===== src/rtl/enemy_spawn_scheduler.sv =====
// enemy_spawn_scheduler
//   Frame-based spawn controller for the three enemy pools. On every frame tick the per-type
//   countdowns advance. When one expires, its type becomes pending. At most one pending type is
//   launched per frame. Types are picked round-robin, and the lowest free slot of that pool is used.
//   Spawn periods shrink with the difficulty level, which is derived from the score.
//
// Ports
//   clk_run       : system clock (single domain)
//   rst           : synchronous active-high reset
//   en_i          : game running; low flushes everything back to the reset state
//   v_sync_i      : frame sync, rising edge = frame tick
//   rand_i        : pseudo-random word (only used for reload jitter)
//   score_i       : current score, selects the difficulty level
//   busyN_i       : per-slot occupancy of pool N (1 = occupied)
//   spawnN_o      : one-cycle launch pulse for pool N
//   spawnN_idx_o  : slot to launch, valid with spawnN_o, 0 otherwise
//   level_o       : current difficulty level 0..3
//
// Build option
//   ENEMY_SPAWN_JITTER_EN : when defined, each reload adds rand_i[3:0] frames of jitter.

module enemy_spawn_scheduler #(
   parameter int unsigned E1_NUM      = 8,
   parameter int unsigned E2_NUM      = 4,
   parameter int unsigned E3_NUM      = 2,
   parameter int unsigned IDX_BIT_LEN = 3,
   parameter int unsigned RAND_WIDTH  = 16,
   parameter int unsigned SCORE_WIDTH = 16,
   parameter int unsigned P1          = 32,
   parameter int unsigned P2          = 96,
   parameter int unsigned P3          = 240,
   parameter int unsigned CNT_BIT_LEN = 9,
   parameter int unsigned L1          = 20,
   parameter int unsigned L2          = 60,
   parameter int unsigned L3          = 150
) (
   input  logic                   clk_run,
   input  logic                   rst,
   input  logic                   en_i,
   input  logic                   v_sync_i,
   input  logic [RAND_WIDTH-1:0]  rand_i,
   input  logic [SCORE_WIDTH-1:0] score_i,
   input  logic [E1_NUM-1:0]      busy1_i,
   input  logic [E2_NUM-1:0]      busy2_i,
   input  logic [E3_NUM-1:0]      busy3_i,
   output logic                   spawn1_o,
   output logic                   spawn2_o,
   output logic                   spawn3_o,
   output logic [IDX_BIT_LEN-1:0] spawn1_idx_o,
   output logic [IDX_BIT_LEN-1:0] spawn2_idx_o,
   output logic [IDX_BIT_LEN-1:0] spawn3_idx_o,
   output logic [1:0]             level_o
);

   typedef enum logic [1:0] {StIdle, StCount, StArb, StFire} state_e;
   typedef logic [CNT_BIT_LEN-1:0] cnt_t;

   // Index 0/1/2 corresponds to enemy type 1/2/3 throughout.
   localparam logic [2:0][CNT_BIT_LEN-1:0] CntInit =
      {cnt_t'(P3), cnt_t'(P2), cnt_t'(P1)};

   function automatic cnt_t sat_shift(input int unsigned period, input logic [1:0] lvl);
      int unsigned shifted;
      shifted = period >> lvl;
      if (shifted == 0) shifted = 1;
      return cnt_t'(shifted);
   endfunction

   function automatic logic [1:0] next_type(input logic [1:0] t);
      return (t == 2'd2) ? 2'd0 : t + 2'd1;
   endfunction

   state_e                          state_q, state_d;
   logic                            v_sync_q, v_sync_d;
   logic                            tick_q, tick_d;
   logic [1:0]                      level_q, level_d;
   logic [2:0][CNT_BIT_LEN-1:0]     cnt_q, cnt_d;
   logic [2:0]                      pend_q, pend_d;
   logic [1:0]                      rr_q, rr_d;
   logic [1:0]                      sel_q, sel_d;
   logic [IDX_BIT_LEN-1:0]          sel_idx_q, sel_idx_d;

   logic [2:0]                      type_en;
   logic [2:0][CNT_BIT_LEN-1:0]     reload;
   logic [2:0]                      free;
   logic [IDX_BIT_LEN-1:0]          idx1, idx2, idx3;
   logic [2:0]                      eligible;
   logic                            found;
   logic [1:0]                      pick, cand;
   logic [IDX_BIT_LEN-1:0]          pick_idx;
   logic                            fire;

   // Only rand_i[3:0] feeds the jitter build; the default build ignores it entirely.
   logic unused_rand;
   assign unused_rand = ^rand_i;

   assign type_en = {level_q >= 2'd2, level_q != 2'd0, 1'b1};

   always_comb begin
      reload[0] = sat_shift(P1, level_q);
      reload[1] = sat_shift(P2, level_q);
      reload[2] = sat_shift(P3, level_q);
`ifdef ENEMY_SPAWN_JITTER_EN
      for (int k = 0; k < 3; k++) begin
         reload[k] = reload[k] + cnt_t'(rand_i[3:0]);
      end
`endif
   end

   // Lowest free slot per pool: scan downwards so the lowest zero wins.
   always_comb begin
      free = 3'b000;
      idx1 = '0;
      idx2 = '0;
      idx3 = '0;
      for (int i = int'(E1_NUM) - 1; i >= 0; i--) begin
         if (!busy1_i[i]) begin
            free[0] = 1'b1;
            idx1    = IDX_BIT_LEN'(i);
         end
      end
      for (int i = int'(E2_NUM) - 1; i >= 0; i--) begin
         if (!busy2_i[i]) begin
            free[1] = 1'b1;
            idx2    = IDX_BIT_LEN'(i);
         end
      end
      for (int i = int'(E3_NUM) - 1; i >= 0; i--) begin
         if (!busy3_i[i]) begin
            free[2] = 1'b1;
            idx3    = IDX_BIT_LEN'(i);
         end
      end
   end

   // Round-robin pick starting at rr_q.
   always_comb begin
      eligible = pend_q & type_en & free;
      found    = 1'b0;
      pick     = 2'd0;
      cand     = rr_q;
      for (int j = 0; j < 3; j++) begin
         if (!found && eligible[cand]) begin
            found = 1'b1;
            pick  = cand;
         end
         cand = next_type(cand);
      end
      unique case (pick)
         2'd0:    pick_idx = idx1;
         2'd1:    pick_idx = idx2;
         default: pick_idx = idx3;
      endcase
   end

   always_comb begin
      state_d   = state_q;
      v_sync_d  = v_sync_i;
      tick_d    = v_sync_i & ~v_sync_q;
      cnt_d     = cnt_q;
      pend_d    = pend_q;
      rr_d      = rr_q;
      sel_d     = sel_q;
      sel_idx_d = sel_idx_q;

      if (score_i >= SCORE_WIDTH'(L3))      level_d = 2'd3;
      else if (score_i >= SCORE_WIDTH'(L2)) level_d = 2'd2;
      else if (score_i >= SCORE_WIDTH'(L1)) level_d = 2'd1;
      else                                  level_d = 2'd0;

      unique case (state_q)
         StIdle: state_d = StCount;
         StCount: begin
            if (tick_q) begin
               // Pending types freeze their counter until they have been launched.
               for (int k = 0; k < 3; k++) begin
                  if (type_en[k] && !pend_q[k]) begin
                     if (cnt_q[k] == cnt_t'(1)) begin
                        cnt_d[k]  = reload[k];
                        pend_d[k] = 1'b1;
                     end else begin
                        cnt_d[k] = cnt_q[k] - cnt_t'(1);
                     end
                  end
               end
               state_d = StArb;
            end
         end
         StArb: begin
            if (found) begin
               sel_d     = pick;
               sel_idx_d = pick_idx;
               state_d   = StFire;
            end else begin
               state_d = StCount;
            end
         end
         StFire: begin
            pend_d[sel_q] = 1'b0;
            rr_d          = next_type(sel_q);
            state_d       = StCount;
         end
         default: state_d = StIdle;
      endcase

      if (!en_i) begin
         state_d   = StIdle;
         cnt_d     = CntInit;
         pend_d    = 3'b000;
         rr_d      = 2'd0;
         sel_d     = 2'd0;
         sel_idx_d = '0;
         level_d   = 2'd0;
      end
   end

   always_ff @(posedge clk_run) begin
      if (rst) begin
         state_q   <= StIdle;
         v_sync_q  <= 1'b0;
         tick_q    <= 1'b0;
         level_q   <= 2'd0;
         cnt_q     <= CntInit;
         pend_q    <= 3'b000;
         rr_q      <= 2'd0;
         sel_q     <= 2'd0;
         sel_idx_q <= '0;
      end else begin
         state_q   <= state_d;
         v_sync_q  <= v_sync_d;
         tick_q    <= tick_d;
         level_q   <= level_d;
         cnt_q     <= cnt_d;
         pend_q    <= pend_d;
         rr_q      <= rr_d;
         sel_q     <= sel_d;
         sel_idx_q <= sel_idx_d;
      end
   end

   // Gating with en_i squashes a pulse whose FIRE cycle coincides with the enable dropping.
   always_comb begin
      fire         = (state_q == StFire) && en_i;
      spawn1_o     = fire && (sel_q == 2'd0);
      spawn2_o     = fire && (sel_q == 2'd1);
      spawn3_o     = fire && (sel_q == 2'd2);
      spawn1_idx_o = spawn1_o ? sel_idx_q : '0;
      spawn2_idx_o = spawn2_o ? sel_idx_q : '0;
      spawn3_idx_o = spawn3_o ? sel_idx_q : '0;
      level_o      = level_q;
   end

endmodule

===== config.mk =====
export PLATFORM = sky130hd
export DESIGN_NAME = enemy_spawn_scheduler
export DESIGN_NICKNAME = d
export VERILOG_FILES = /design/src/rtl/enemy_spawn_scheduler.sv
export SDC_FILE = /design/constraint.sdc
export NUM_CORES = 1
export LEC_CHECK = 0
export BUFFER_PORTS_ARGS = -buffer_cell sky130_fd_sc_hd__buf_2
export CAP_MARGIN = 20
export CELL_PAD_IN_SITES_DETAIL_PLACEMENT = 1
export CELL_PAD_IN_SITES_GLOBAL_PLACEMENT = 1
export CORE_UTILIZATION = 41
export DETAILED_ROUTE_END_ITERATION = 10
export PLACE_DENSITY_LB_ADDON = 0.1
export SETUP_SLACK_MARGIN = 0.15
export SYNTH_ARGS = -nofsm -noshare
export SYNTH_HDL_FRONTEND = slang
export SYNTH_SLANG_ARGS = --single-unit
export TNS_END_PERCENT = 20

===== constraint.sdc =====
create_clock -name clk_run -period 5.6 [get_ports clk_run]
set_input_delay 1.4 -clock clk_run [delete_from_list [all_inputs] [get_ports clk_run]]
set_output_delay 1.4 -clock clk_run [all_outputs]
set_load 0.05 [all_outputs]

# Word-level counts from Yosys, hierarchy flattened

Cells that the tools add are included.
Widths: inputs -> output; s select.

Register bits: 43
Latch bits: 0
Memory bits (writable): 0
ROM bits: 0
Input bits: 50
Output and inout bits: 14
Memories kept: 0

Add/subtract/negate cells: 6
Multipliers: 0
Div/mod/pow operators: 0
Magnitude comparators: 9
Equal/unequal tests: 16
Shift operators: 3
Mux-type cells: 69
Bitwise logic cells: 8
Reduce and logical (&&, ||, !) cells: 30

Operators with widths:

| operator             | number |
|---|---|
| $logic_not 32->1     | 3 |
| $mux 9               | 6 |
| $mux 3               | 16 |
| $shr 6x2->32 const A | 1 |
| $shr 7x2->32 const A | 1 |
| $shr 8x2->32 const A | 1 |
| $mux 1               | 29 |
| $eq 9x1->1 const B   | 3 |
| $sub 9x1->9 const B  | 3 |
| $mux 2               | 11 |
| $ge 16x5->1 const B  | 1 |
| $ge 16x6->1 const B  | 1 |
| $ge 16x8->1 const B  | 1 |
| $lt 2x3->1 const B   | 4 |
| $pmux 3 s2           | 2 |
| $eq 2x2->1 const B   | 5 |
| $ne 2x2->1 const B   | 5 |
| $and 3x3->3          | 3 |
| $logic_and 1x1->1    | 9 |
| $reduce_and 3->1     | 3 |
| $reduce_and 4->1     | 2 |
| $add 2x1->2 const B  | 3 |
| $bmux 1 s2           | 3 |
| $eq 2x1->1 const B   | 3 |
| other kinds (12)     | 22 |

# Longest topological paths before layout

Word-level depth: 20
Mapped depth: 8
Mapped depth without buffers: 7

# Worst setup path before layout

Ideal clock, no wire load.

Kind: input port to output port
Start point: input port en_i
End point: output port spawn2_idx_o[0]
Data arrival time: 2.714 ns
Slack: 1.486 ns
Cell stages on the path: 3
Cells stage by stage: inv_1 nor2_1 and2_1

Word-level cells in the longest chain between the ends: 3

Ends and longest elaborated chain:

| element           | RTL line | text |
|---|---|---|
| start, declared   | 39       | `input logic en_i,` |
| $logic_and 1x1->1 | 243      | `fire = (state_q == StFire) && en_i;` |
| $logic_and 1x1->1 | 245      | `spawn2_o = fire && (sel_q == 2'd1);` |
| net spawn2_o      | 47       | `output logic spawn2_o,` |
| $mux 3            | 248      | `spawn2_idx_o = spawn2_o ? sel_idx_q : '0;` |
| end, declared     | 50       | `output logic [IDX_BIT_LEN-1:0] spawn2_idx_o,` |

The timed path passes the listed nets, and every way through them passes these cells.

# Final worst setup path

Start point: input port en_i
End point: output port spawn2_idx_o[1]

Word-level cells in the longest chain between the ends: 3

Ends and longest elaborated chain:

| element           | RTL line |
|---|---|
| $logic_and 1x1->1 | 243 |
| $logic_and 1x1->1 | 245 |
| $mux 3            | 248 |

No other way between the ends.

==> run metrics <==
number of synthesized flops with an enable pin=0; die width=80.7 microns; Mean Syn Cell Area=7.74 sq um; Skew-Pair Late Insertion Delay=0.30 ns; DRC Markers=0; Synth top area share=0.339; critical path, cell by cell=buf_2 > inv_1 > nor2_1 > and2_1 > buf_2; Post-Synth Adder-Cell Area=0.0591; Reg2Reg Launch Point=level_o[1]; synth top area cells=dfxtp_1, ha_1, o21ai_0; clock skew=0.0112 ns; cell area after synthesis=0.00254 sq mm; Hold Path Cell Cnt=1; Compound-Gate Fraction of Synth Area=0.223; Yosys reg bits=43; run status=completed; CP Data Arrival Time=2.23 ns; input/output buffers=46; cts bufs inserted=5; leakage=1.15 nW; Setup-failing EPs final=0; layout cells sized above 1=0.176; CP Max Fanout=5; Clock Path Buffers=2; crit share post-route=0.647; via count=2,585; largest family of logic cells by synthesized area=simple AND/OR/NAND/NOR gates; Resized Gates After CTS=0; number of diodes=0; worst stage delay on the critical path=0.26 ns; Post-DP HPWL=4890 microns; Die Span Y=80.7 microns; commonest non-fill, non-tap cells in the layout=buf_2, dfxtp_1, nor2_1; Synth area leader=dfxtp_1; post-synthesis simple-gate area fraction=0.310; R2R Setup Slk=3.15 ns; row count=28; synthesized instance count=328; cell mode on critical path=buf_2; Syn Nets=390; Design Power=0.000622 W; WHS Endpoint=tick_q; global-route usage over all layers=0.221; largest net degree at the start of global routing=35; Routed WL=6800 microns; Final nets=435; Hold-fix buffers, CTS=0; vias in the first global route=2,449; routed length per instance=15.2 microns; startpoint types=input pin; vias per cell=5.76; RSZ-0062 raised after global routing=false; Peak VDD IR=0.151 mV; path depth of the worst reg2reg path=6; H-tree levels=2; Final Hold Viols=0; TritonCTS Sinks=43; Top FF cell, synth=dfxtp_1; setup TNS=0 ns; Seq/Total Area, Yosys=0.339; clock root cell=clkbuf_8; power density cells=210 mW/mm^2; worst slew pin tran=0.958 ns; IO Pins=64; Pre-antenna DRT Iters=4; postcts setup bufs=0; P&R area growth vs syn=16.4%; effective utilization at floorplan=0.426; Slowest-stage cell, CP=buf_2; library cells used by synthesis=55; Max Slew Vio Count=0; Worst R2R End=sel_q[1]; initial antenna violation count=0; multiplexer share of the synthesized area=0.0246; asr flop ratio synth=0; Tmin final=3.63 ns; Routed Antenna Nets=0; grt ovf=0; Fmax=0.276 GHz; first-pass GRT wire length=11,200 microns; max-cap violation count=0; YS warnings=0; CP Capture Type=output port; CP required=4.20 ns; DR iter-0 viols=93; Post-Synth XOR/XNOR Area=0; CTS tree=done; Hold Crit Class=reg2reg; CTS clock-pin slew for the worst setup and hold paths=0.09 ns; critical path class=in2out; Slew Limit Headroom=0.356; core area=0.00596 sq mm; die area=0.00651 sq mm; commonest non-fill, non-tap cell in the layout=buf_2; GP Congestion=0.856; Hold Startpoint=v_sync_q
## logic make-up (layout without fill, tap and decap cells)
group	after synthesis	in the layout
simple gates	149	149
compound gates	89	89
flops	43	43
buf+inv	29	75
fa+ha+maj	12	12
mux	6	6
## cells in the mapped netlist, types with 3 or more instances
cell type	count
a21oi_1	23
a22oi_1	6
a31oi_1	6
and2_1	8
and3_1	6
clkbuf_1	8
dfxtp_1	43
ha_1	12
inv_1	19
mux2i_1	4
nand2_1	26
nand3_1	13
nand4_1	6
nor2_1	34
nor2b_1	10
nor3_1	15
nor4_1	7
o211ai_1	3
o21ai_0	26
or3_1	3
or4_1	6
## metrics by stage
stage               hold slack, ns  std cells  setup slack (ns)  utilization  instance area [sq um]
global placement             0.375        441              2.01        0.476                   2840
floorplan                    0.367        328              1.49            -                   2540
detailed placement           0.377        441              1.98        0.476                   2840
CTS                          0.384        449              1.98        0.496                   2960
global route                 0.419        449              1.91        0.496                   2960
finish                       0.382        449              1.97        0.496                   2960
## routing by layer
metal / wire length [microns] / vias up / share of wire / track usage
li1: - / 1292 / - / -
met2: 3180 / 49 / 0.47 / 0.390
met5: 0 / - / 0 / 0
met4: 56 / 0 / 0.0082 / 0.0429
met1: 3320 / 1238 / 0.49 / 0.280
met3: 256 / 6 / 0.038 / 0.0352
## how the worst max path moves through the flow
stage / start / end / slack (ns) / cells after the start
5_1_grt: en_i / spawn2_idx_o[1] / 1.91 / 5
4_1_cts: en_i / spawn2_idx_o[1] / 1.98 / 5
3_5_place_dp: en_i / spawn2_idx_o[1] / 1.98 / 5
6_report: en_i / spawn2_idx_o[1] / 1.97 / 5
3_3_place_gp: en_i / spawn3_idx_o[2] / 2.01 / 5
2_1_floorplan: en_i / spawn2_idx_o[0] / 1.49 / 3
## final cells by class
cell class	count	area, sq um
clock buffer	6	82.6
clock inverter	2	35.0
fill	793	3000
inverter	19	71.3
multi-input combinational	256	1570
sequential	43	861
tap	75	93.8
timing repair buffer	48	245
## critical path: cells and delay by family
kind / cells / cell delay [ns]
buffers and inverters: 3 / 0.44
AND/OR/NAND/NOR: 2 / 0.38
## power by group
group	switching [W]	internal, W
Combinational	0.0000311	0.0000209
Clock	0.000113	0.000144
Sequential	0.00000413	0.000309
## state kept, by name, indices dropped and copies added, names as in the netlist
signal     cells
state_q        2
rr_q           2
sel_q          2
cnt_q         27
sel_idx_q      3
level_o        2
v_sync_q       1
tick_q         1
pend_q         3
Note: power is estimated with default switching activity, not from simulation.
